--- config.mk ---
export PLATFORM = sky130hd
export DESIGN_NAME = in_dma
export DESIGN_NICKNAME = d
export VERILOG_FILES = /design/src/rtl/dma_pkg.sv /design/src/rtl/dma_burst_calc.sv /design/src/rtl/in_dma.sv
export SDC_FILE = /design/constraint.sdc
export NUM_CORES = 1
export LEC_CHECK = 0
export CORE_ASPECT_RATIO = 1.1
export CORE_MARGIN = 10
export CORE_UTILIZATION = 23
export CTS_BUF_LIST = sky130_fd_sc_hd__clkbuf_8 sky130_fd_sc_hd__clkbuf_16
export CTS_CLUSTER_DIAMETER = 60
export DETAILED_ROUTE_END_ITERATION = 6
export PLACE_DENSITY = 0.44
export SETUP_SLACK_MARGIN = 0.15
export SLEW_MARGIN = 20
export SYNTH_ARGS = -nofsm -noshare
export SYNTH_HDL_FRONTEND = slang
export SYNTH_SLANG_ARGS = --single-unit
export TNS_END_PERCENT = 10
--- constraint.sdc ---
create_clock -name clk -period 15.9 [get_ports clk]
set_clock_uncertainty 0.15 [all_clocks]
set_input_delay 3.18 -clock clk [delete_from_list [all_inputs] [get_ports clk]]
set_output_delay 3.18 -clock clk [all_outputs]
set_load 0.05 [all_outputs]
--- src/rtl/dma_pkg.sv ---
// Shared definitions for the in_dma / out_dma block pair: AXI encodings
// and the read-DMA state type.
package dma_pkg;

    localparam logic [1:0] BURST_INCR = 2'b01;
    localparam logic [2:0] SIZE_8B    = 3'b011;
    localparam logic [1:0] RESP_OKAY  = 2'b00;

    typedef enum logic [1:0] {
        S_IDLE = 2'd0,
        S_AR   = 2'd1,
        S_R    = 2'd2,
        S_DONE = 2'd3
    } in_dma_state_t;

endpackage

--- src/rtl/dma_burst_calc.sv ---
// Burst length calculator: the largest burst that fits the remaining word
// count, the MAX_BURST limit and the space left in the current 4 KB page.
module dma_burst_calc #(
    parameter int REM_W     = 11,
    parameter int MAX_BURST = 16
) (
    input  logic [11:0]      addr,
    input  logic [REM_W-1:0] remaining,
    output logic [8:0]       blen
);

    logic [12:0] room;
    logic [31:0] lim;

    // min(remaining, MAX_BURST, words left before the 4 KB boundary)
    always_comb begin
        room = (13'h1000 - {1'b0, addr}) >> 3;
        lim  = 32'(remaining);
        if (32'(MAX_BURST) < lim) lim = 32'(MAX_BURST);
        if (32'(room) < lim)      lim = 32'(room);
        blen = 9'(lim);
    end

endmodule

--- src/rtl/in_dma.sv ---
// Input read DMA: AXI4 INCR read bursts from DDR into a sequential BRAM
// write port. One burst outstanding at a time.
module in_dma
    import dma_pkg::*;
#(
    parameter int AXI_ADDR_W  = 32,
    parameter int AXI_DATA_W  = 64,
    parameter int AXI_ID_W    = 4,
    parameter int BRAM_ADDR_W = 10,
    parameter int MAX_BURST   = 16,
    parameter int STREAM_ID   = 1
) (
    input  logic                    clk,
    input  logic                    rst_n,
    input  logic                    start,
    input  logic [AXI_ADDR_W-1:0]   src_addr,
    input  logic [BRAM_ADDR_W:0]    num_words,
    output logic                    done,
    output logic                    busy,
    output logic                    error,
    output logic                    bram_we,
    output logic [BRAM_ADDR_W-1:0]  bram_waddr,
    output logic [AXI_DATA_W-1:0]   bram_wdata,
    output logic [AXI_ID_W-1:0]     m_axi_arid,
    output logic [AXI_ADDR_W-1:0]   m_axi_araddr,
    output logic [7:0]              m_axi_arlen,
    output logic [2:0]              m_axi_arsize,
    output logic [1:0]              m_axi_arburst,
    output logic                    m_axi_arvalid,
    input  logic                    m_axi_arready,
    input  logic [AXI_ID_W-1:0]     m_axi_rid,
    input  logic [AXI_DATA_W-1:0]   m_axi_rdata,
    input  logic [1:0]              m_axi_rresp,
    input  logic                    m_axi_rlast,
    input  logic                    m_axi_rvalid,
    output logic                    m_axi_rready
);

    in_dma_state_t state, next_state;

    logic [AXI_ADDR_W-1:0]  cur_addr;
    logic [BRAM_ADDR_W:0]   remaining;
    logic [8:0]             beat_cnt;
    logic [8:0]             burst_len;
    logic [BRAM_ADDR_W-1:0] wptr;
    logic [8:0]             blen;
    logic                   accept;
    logic                   ar_hs;
    logic                   r_hs;
    logic                   last_beat;

    // rid and the forced-zero low address bits carry no information here
    logic unused_bits;
    assign unused_bits = ^{m_axi_rid, src_addr[2:0]};

    assign m_axi_arid    = AXI_ID_W'(STREAM_ID);
    assign m_axi_arsize  = SIZE_8B;
    assign m_axi_arburst = BURST_INCR;

    assign accept    = (state == S_IDLE) && start;
    assign ar_hs     = m_axi_arvalid && m_axi_arready;
    assign r_hs      = m_axi_rvalid && m_axi_rready;
    assign last_beat = (beat_cnt == 9'd1);

    dma_burst_calc #(
        .REM_W     (BRAM_ADDR_W + 1),
        .MAX_BURST (MAX_BURST)
    ) u_burst_calc (
        .addr      (cur_addr[11:0]),
        .remaining (remaining),
        .blen      (blen)
    );

    // State register
    always_ff @(posedge clk or negedge rst_n) begin
        if (!rst_n) state <= S_IDLE;
        else        state <= next_state;
    end

    // Next-state logic; after the final beat S_R holds one drain cycle
    // (beat_cnt == 0) so done lands the cycle after the last BRAM write
    always_comb begin
        next_state = state;
        unique case (state)
            S_IDLE: begin
                if (start) next_state = (num_words == '0) ? S_DONE : S_AR;
            end
            S_AR: begin
                if (m_axi_arready) next_state = S_R;
            end
            S_R: begin
                if (beat_cnt == '0)
                    next_state = S_DONE;
                else if (r_hs && last_beat && remaining > (BRAM_ADDR_W + 1)'(1))
                    next_state = S_AR;
            end
            S_DONE: next_state = S_IDLE;
            default: next_state = S_IDLE;
        endcase
    end

    // Control outputs decoded from the current state
    always_comb begin
        m_axi_arvalid = 1'b0;
        m_axi_araddr  = '0;
        m_axi_arlen   = '0;
        m_axi_rready  = 1'b0;
        busy          = 1'b0;
        done          = 1'b0;
        unique case (state)
            S_AR: begin
                m_axi_arvalid = 1'b1;
                m_axi_araddr  = cur_addr;
                m_axi_arlen   = 8'(blen - 9'd1);
                busy          = 1'b1;
            end
            S_R: begin
                m_axi_rready = (beat_cnt != '0);
                busy         = 1'b1;
            end
            S_DONE: done = 1'b1;
            default: ;
        endcase
    end

    // Datapath: address, remaining count, beat counter and write pointer
    always_ff @(posedge clk or negedge rst_n) begin
        if (!rst_n) begin
            cur_addr  <= '0;
            remaining <= '0;
            beat_cnt  <= '0;
            burst_len <= '0;
            wptr      <= '0;
        end else begin
            if (accept && num_words != '0) begin
                cur_addr  <= {src_addr[AXI_ADDR_W-1:3], 3'b000};
                remaining <= num_words;
                wptr      <= '0;
            end
            if (state == S_AR && ar_hs) begin
                beat_cnt  <= blen;
                burst_len <= blen;
            end
            if (r_hs) begin
                beat_cnt  <= beat_cnt - 9'd1;
                remaining <= remaining - (BRAM_ADDR_W + 1)'(1);
                wptr      <= wptr + BRAM_ADDR_W'(1);
                if (last_beat)
                    cur_addr <= cur_addr + AXI_ADDR_W'({burst_len, 3'b000});
            end
        end
    end

    // Registered BRAM write port, one cycle behind each R handshake
    always_ff @(posedge clk or negedge rst_n) begin
        if (!rst_n) begin
            bram_we    <= 1'b0;
            bram_waddr <= '0;
            bram_wdata <= '0;
        end else begin
            bram_we <= r_hs;
            if (r_hs) begin
                bram_waddr <= wptr;
                bram_wdata <= m_axi_rdata;
            end
        end
    end

    // Sticky error flag: bad response or misplaced rlast; cleared on start
    always_ff @(posedge clk or negedge rst_n) begin
        if (!rst_n)
            error <= 1'b0;
        else if (accept)
            error <= 1'b0;
        else if (r_hs && (m_axi_rresp != RESP_OKAY || m_axi_rlast != last_beat))
            error <= 1'b1;
    end

endmodule

After elaboration in Yosys (flattened, before gate mapping)
Cells that the tools add are included.

Muxes and demuxes: 25. $add $sub $neg: 6. Magnitude comparators: 3. Equal/unequal tests: 8. Reduce and logical (&&, ||, !) cells: 20.

Operators with widths (count): $mux 32 (4); $mux 11 (3); $add 32x12->32 (1); $mux 9 (3); $mux 10 (2); $sub 13x12->13 const A (1); $gt 11x1->1 const B (1); $logic_not 11->1 (1); $lt 10x11->1 (1); $lt 5x11->1 const A (1); $reduce_bool 11->1 (1); $sub 11x1->11 const B (1); $add 10x1->10 const B (1); $mux 2 (5); $eq 9x1->1 const B (1); $logic_not 9->1 (1); $reduce_bool 9->1 (1); $sub 9x1->9 const B (1); $logic_and 1x1->1 (8); $mux 8 (1); $pmux 2 s4 (1); $reduce_bool 2->1 (4); $sub 8x1->8 const B (1); $mux 1 (6); 9 further kinds (11).

Bits of input ports: 119. Output and inout bits: 129. Flip-flop bits (word level): 149.

Longest topological paths before layout
Word-level depth: 8. Depth in mapped cells: 18. Mapped depth without buffers: 15.

Hierarchy
From an unflattened synthesis, not the netlist that was laid out.

Cells, all modules: 962. Area total of the unflattened synthesis: 8311.7 um^2.

Modules (own cells, without submodules): in_dma (area an instance 7788.7 um^2, cells an instance 900, instances 1); dma_burst_calc (area an instance 523.0 um^2, cells an instance 62, instances 1).

Worst setup path before layout
Ideal clock, no wire load.

Kind: reg-to-output. From: register cur_addr[3]. To: output port m_axi_arlen[4]. Path slack: 7.621 ns. Arrival time: 4.949 ns. Buffers on the path: 2. Stages on the path, launching flop included: 18. Path through: dfrtp_1 -> or4_1 -> nor3_1 -> nand2b_1 -> xor2_1 -> ha_1 -> and4_1 -> and4_1 -> a22oi_1 -> and2_1 -> clkbuf_2 -> a21oi_1 -> ha_1 -> clkbuf_1 -> nand3_1 -> o22ai_1 -> xor2_1 -> a211oi_1.

Word-level cells in the longest chain between the ends: 5.

Ends and longest elaborated chain: start: declaration (line in_dma.sv:41) `logic [AXI_ADDR_W-1:0] cur_addr;`; start signal: assignment (line in_dma.sv:136) `cur_addr <= {src_addr[AXI_ADDR_W-1:3], 3'b000};`; start signal: assignment (line in_dma.sv:149) `cur_addr <= cur_addr + AXI_ADDR_W'({burst_len, 3'b000});`; $sub 13x12->13 (*) (line dma_burst_calc.sv:17) `room = (13'h1000 - {1'b0, addr}) >> 3;`; $lt 10x11->1 (line dma_burst_calc.sv:20) `if (32'(room) < lim) lim = 32'(room);`; $mux 9 (*) (line dma_burst_calc.sv:20); $sub 8x1->8 (*) (line in_dma.sv:114) `m_axi_arlen = 8'(blen - 9'd1);`; $mux 8 (*) (line in_dma.sv:110) `unique case (state)`; end: declaration (line in_dma.sv:26) `output logic [7:0] m_axi_arlen,`.

Every way passes the cells marked *; elsewhere a longest branch is shown, timed or not.

Worst setup path after layout
Ends and elaborated chain as after synthesis.

==> summary.md <==
| Metric | Value |
|---|---|
| Syn-to-layout area delta | `40.12%` |
| Die area | `43310 um^2` |
| # diodes | `0` |
| # rows | `a little over 70` |
| Worst Tran Pin Value | `between 0.9 and 1 ns` |
| Period minus WS final | `9.961 ns` |
| Sequential share of the synthesized area | `0.4583` |
| Maximum level of the CTS H-tree | `4` |
| Initial Util | `0.2322` |
| Setup Buffers After CTS | `0` |
| Via count | `7474` |
| Hold depth | `2` |
| Routed vias/inst | `4.580` |
| Relative slew slack | `0.3593` |
| GRT overflow | `0` |
| DRC | `0` |
| Cell depth of the worst flop-to-flop path | `9` |
| Initial antenna violation count | `1` |
| CP max FO | `16` |
| PwrDens | `223.1 nW/um^2` |
| Post-DP HPWL | `21.05 mm` |
| IO Port Bufs | `231` |
| Worst vdd ir | `roughly 0.000086 V` |
| Ys flop type | `dfrtp_1` |
| Hold_buf cts | `0` |
| Max frequency | `approximately 0.1 GHz` |
| Hold Vio Cnt, Final | `0` |
| First-pass GRT wire length | `roughly 45 mm` |
| Clk_lat worst skew | `about 0.43 ns` |
| CTS tree | `built` |
| Arr. time, crit path | `6.63 ns` |
| Cell variety after synth | `73` |
| Pins Over Slew Limit | `0` |
| Post-synth EDFFs | `0` |
| Core area | `35040 um^2` |
| Mapped Area | `8137 um^2` |
| Outcome | `completed` |
| Final Cell Area | `between 10000 and 15000 um^2` |
| HP Class | `register to register` |
| Initial DRT Pass Iterations | `4` |
| Post-DP Area | `roughly 11000 um^2` |
| Initial DRC Count | `approximately 360` |
| Layout cells sized above 1 | `0.04882` |
| RSZ-0062 raised after global routing | `no` |
| Setup TNS | `0 ns` |
| Syn_area_per_cell | `8.467 um^2` |
| CTS Buffer Depth | `2` |
| Critical path type | `register to primary output` |
| Period utilization | `0.6265` |
| CTS buffer count | `17` |
| Hold WS | `~0.32 ns` |
| Setup violators final | `0` |
| Wirelength per Cell | `around 18 um` |
| Clock sink count | `149` |
| P_leak | `between 4 and 5 nW` |
| Root Buffer | `clkbuf_16` |
| Vias in the first global route | `between 7000 and 8000` |
| Die Ht | `around 220 um` |
| Maximum number of pins on one net before global-route repair | `90` |
| Clock Pin Slew Worst Setup and Hold Paths | `approximately 0.070 ns` |
| Flops & latches, synth | `between 100 and 150` |
| Max-cap check violation count | `0` |
| WL final | `29.25 mm` |
| Worst Path Required | `roughly 13 ns` |
| CP startpoint kind | `register` |
| FFs w/ async S/R, synth | `1.000` |
| Post-layout nets | `1326` |
| I/O pins | `248` |
| Gp weighted congestion | `about 0.82` |
| Gr usage total | `0.1338` |
| Synthesis Warnings | `0` |
| Die Wd | `~200 um` |
| Post-synthesis instance total | `961` |
| Critical Path Sink Type | `primary output` |
| Post-CTS sizing | `0` |
| ANT nets after route | `0` |
## per-stage QoR
step	instances	total power, W	setup slack (ns)	util
after global placement	1602	0.002176	6.264	0.3099
final	1632	0.002543	5.939	0.3253
after global routing	1632	0.002735	5.403	0.3253
after detailed placement	1602	0.002178	6.234	0.3099
after floorplan	973	0.001664	7.621	-
after CTS	1632	0.002584	5.773	0.3253
## final timing paths
kind                            slack (ns)                        from                         end
worst min register to register        0.32  bram_wdata[43]$_DFFE_PN0P_  bram_wdata[43]$_DFFE_PN0P_
worst max register to register       11.18       cur_addr[3]$_DFF_PN0_     beat_cnt[0]$_DFFE_PN0P_
worst min-delay path                  0.32  bram_wdata[43]$_DFFE_PN0P_  bram_wdata[43]$_DFFE_PN0P_
worst max-delay path                  5.94       cur_addr[3]$_DFF_PN0_              m_axi_arlen[4]
max in group asynchronous            11.52                       rst_n      cur_addr[14]$_DFF_PN0_
min in group asynchronous             2.66                       rst_n  bram_wdata[11]$_DFFE_PN0P_
## Yosys cell counts (3+ instances only)
| cell type | instances | area [um^2] |
|---|---|---|
| a211oi_1 | 12 | 90.09 |
| a21o_1 | 3 | 22.52 |
| a21oi_1 | 45 | 225.2 |
| a221oi_1 | 3 | 26.28 |
| a22oi_1 | 3 | 22.52 |
| a311oi_1 | 4 | 35.03 |
| a31oi_1 | 7 | 43.79 |
| and2_1 | 36 | 225.2 |
| and3_1 | 8 | 50.05 |
| and4_1 | 3 | 26.28 |
| buf_1 | 3 | 11.26 |
| buf_2 | 4 | 20.02 |
| buf_4 | 9 | 67.56 |
| clkbuf_1 | 35 | 131.4 |
| dfrtp_1 | 149 | 3729 |
| ha_1 | 29 | 362.9 |
| inv_1 | 20 | 75.07 |
| mux2i_1 | 11 | 110.1 |
| nand2_1 | 296 | 1111 |
| nand2b_1 | 5 | 31.28 |
| nand3_1 | 21 | 105.1 |
| nand4_1 | 7 | 43.79 |
| nor2_1 | 68 | 255.2 |
| nor2b_1 | 3 | 18.77 |
| nor3_1 | 15 | 75.07 |
| nor4_1 | 7 | 43.79 |
| o211ai_1 | 9 | 67.56 |
| o21a_1 | 6 | 45.04 |
| o21ai_0 | 46 | 230.2 |
| o22ai_1 | 14 | 87.58 |
| o311ai_0 | 6 | 52.55 |
| o31a_1 | 3 | 26.28 |
| or3_1 | 3 | 18.77 |
| or4_1 | 5 | 37.54 |
| xnor2_1 | 13 | 113.9 |
| xor2_1 | 4 | 35.03 |
## state kept, by name, indices dropped and copies added (netlist names)
name,flops
beat_cnt,9
bram_waddr,10
bram_wdata,64
bram_we,1
burst_len,9
cur_addr,32
error,1
remaining,11
state,2
wptr,10
## area by class of cell
cell class	instances	area (um^2)
timing repair buffer	239	2374
tap	444	555.5
multi-input combinational	749	4123
fill	3679	23640
clock inverter	10	75.07
sequential	149	3729
clock buffer	20	466.7
inverter	21	78.83
## logic make-up (layout without fill, tap and decap cells)
| kind of cell | after synthesis | after routing | synth area share |
|---|---|---|---|
| buf+inv | 75 | 290 | 0.04136 |
| other cells | 2 | 14 | 0.0009230 |
| mux | 13 | 13 | 0.01630 |
| fa+ha+maj | 30 | 30 | 0.04706 |
| compound gates | 186 | 186 | 0.1510 |
| xor+xnor | 17 | 17 | 0.01830 |
| simple gates | 489 | 489 | 0.2668 |
| flops | 149 | 149 | 0.4583 |
## placed cells by master, fill, tap and decap left out, types with 8 or more instances in the layout
cell,n
buf_4,8
nor2_1,68
a211oi_1,12
clkbuf_16,17
dfrtp_1,149
o21ai_0,46
o211ai_1,9
xnor2_1,13
mux2i_1,11
o22ai_1,14
nand3_1,21
inv_1,20
conb_1,14
and3_1,8
ha_1,29
a21oi_1,45
clkdlybuf4s50_1,230
and2_1,36
nor3_1,15
nand2_1,296
## report_power, final
group          internal, W  total (W)  leakage [nW]  switching, W
logic             0.000503    0.00148          2.84      0.000974
clock network     0.000211   0.000389         0.257      0.000177
registers         0.000533   0.000678          1.86      0.000145
total              0.00125    0.00254          4.96       0.00130
## critical path, cell delays in order (launching register included)
cell	delay [ns]
dfrtp_1	0.45
nor4_2	0.66
nand3b_1	0.33
nor4_1	0.39
ha_1	0.31
and3_1	0.21
a221oi_1	0.83
and2_1	0.66
a21oi_1	0.37
ha_1	0.42
nand3_1	0.13
o22ai_1	0.09
xor2_1	0.16
a211oi_1	0.31
clkdlybuf4s50_1	0.87
## routing by layer
metal | up-vias | routed length (um) | GRT usage
li1 | 3709 | - | -
met1 | 3549 | 12730 | 0.1608
met2 | 198 | 13370 | 0.2158
met3 | 16 | 2879 | 0.06112
met4 | 2 | 245 | 0.02602
met5 | - | 13 | 0
Power figures use the tool's default switching activity.
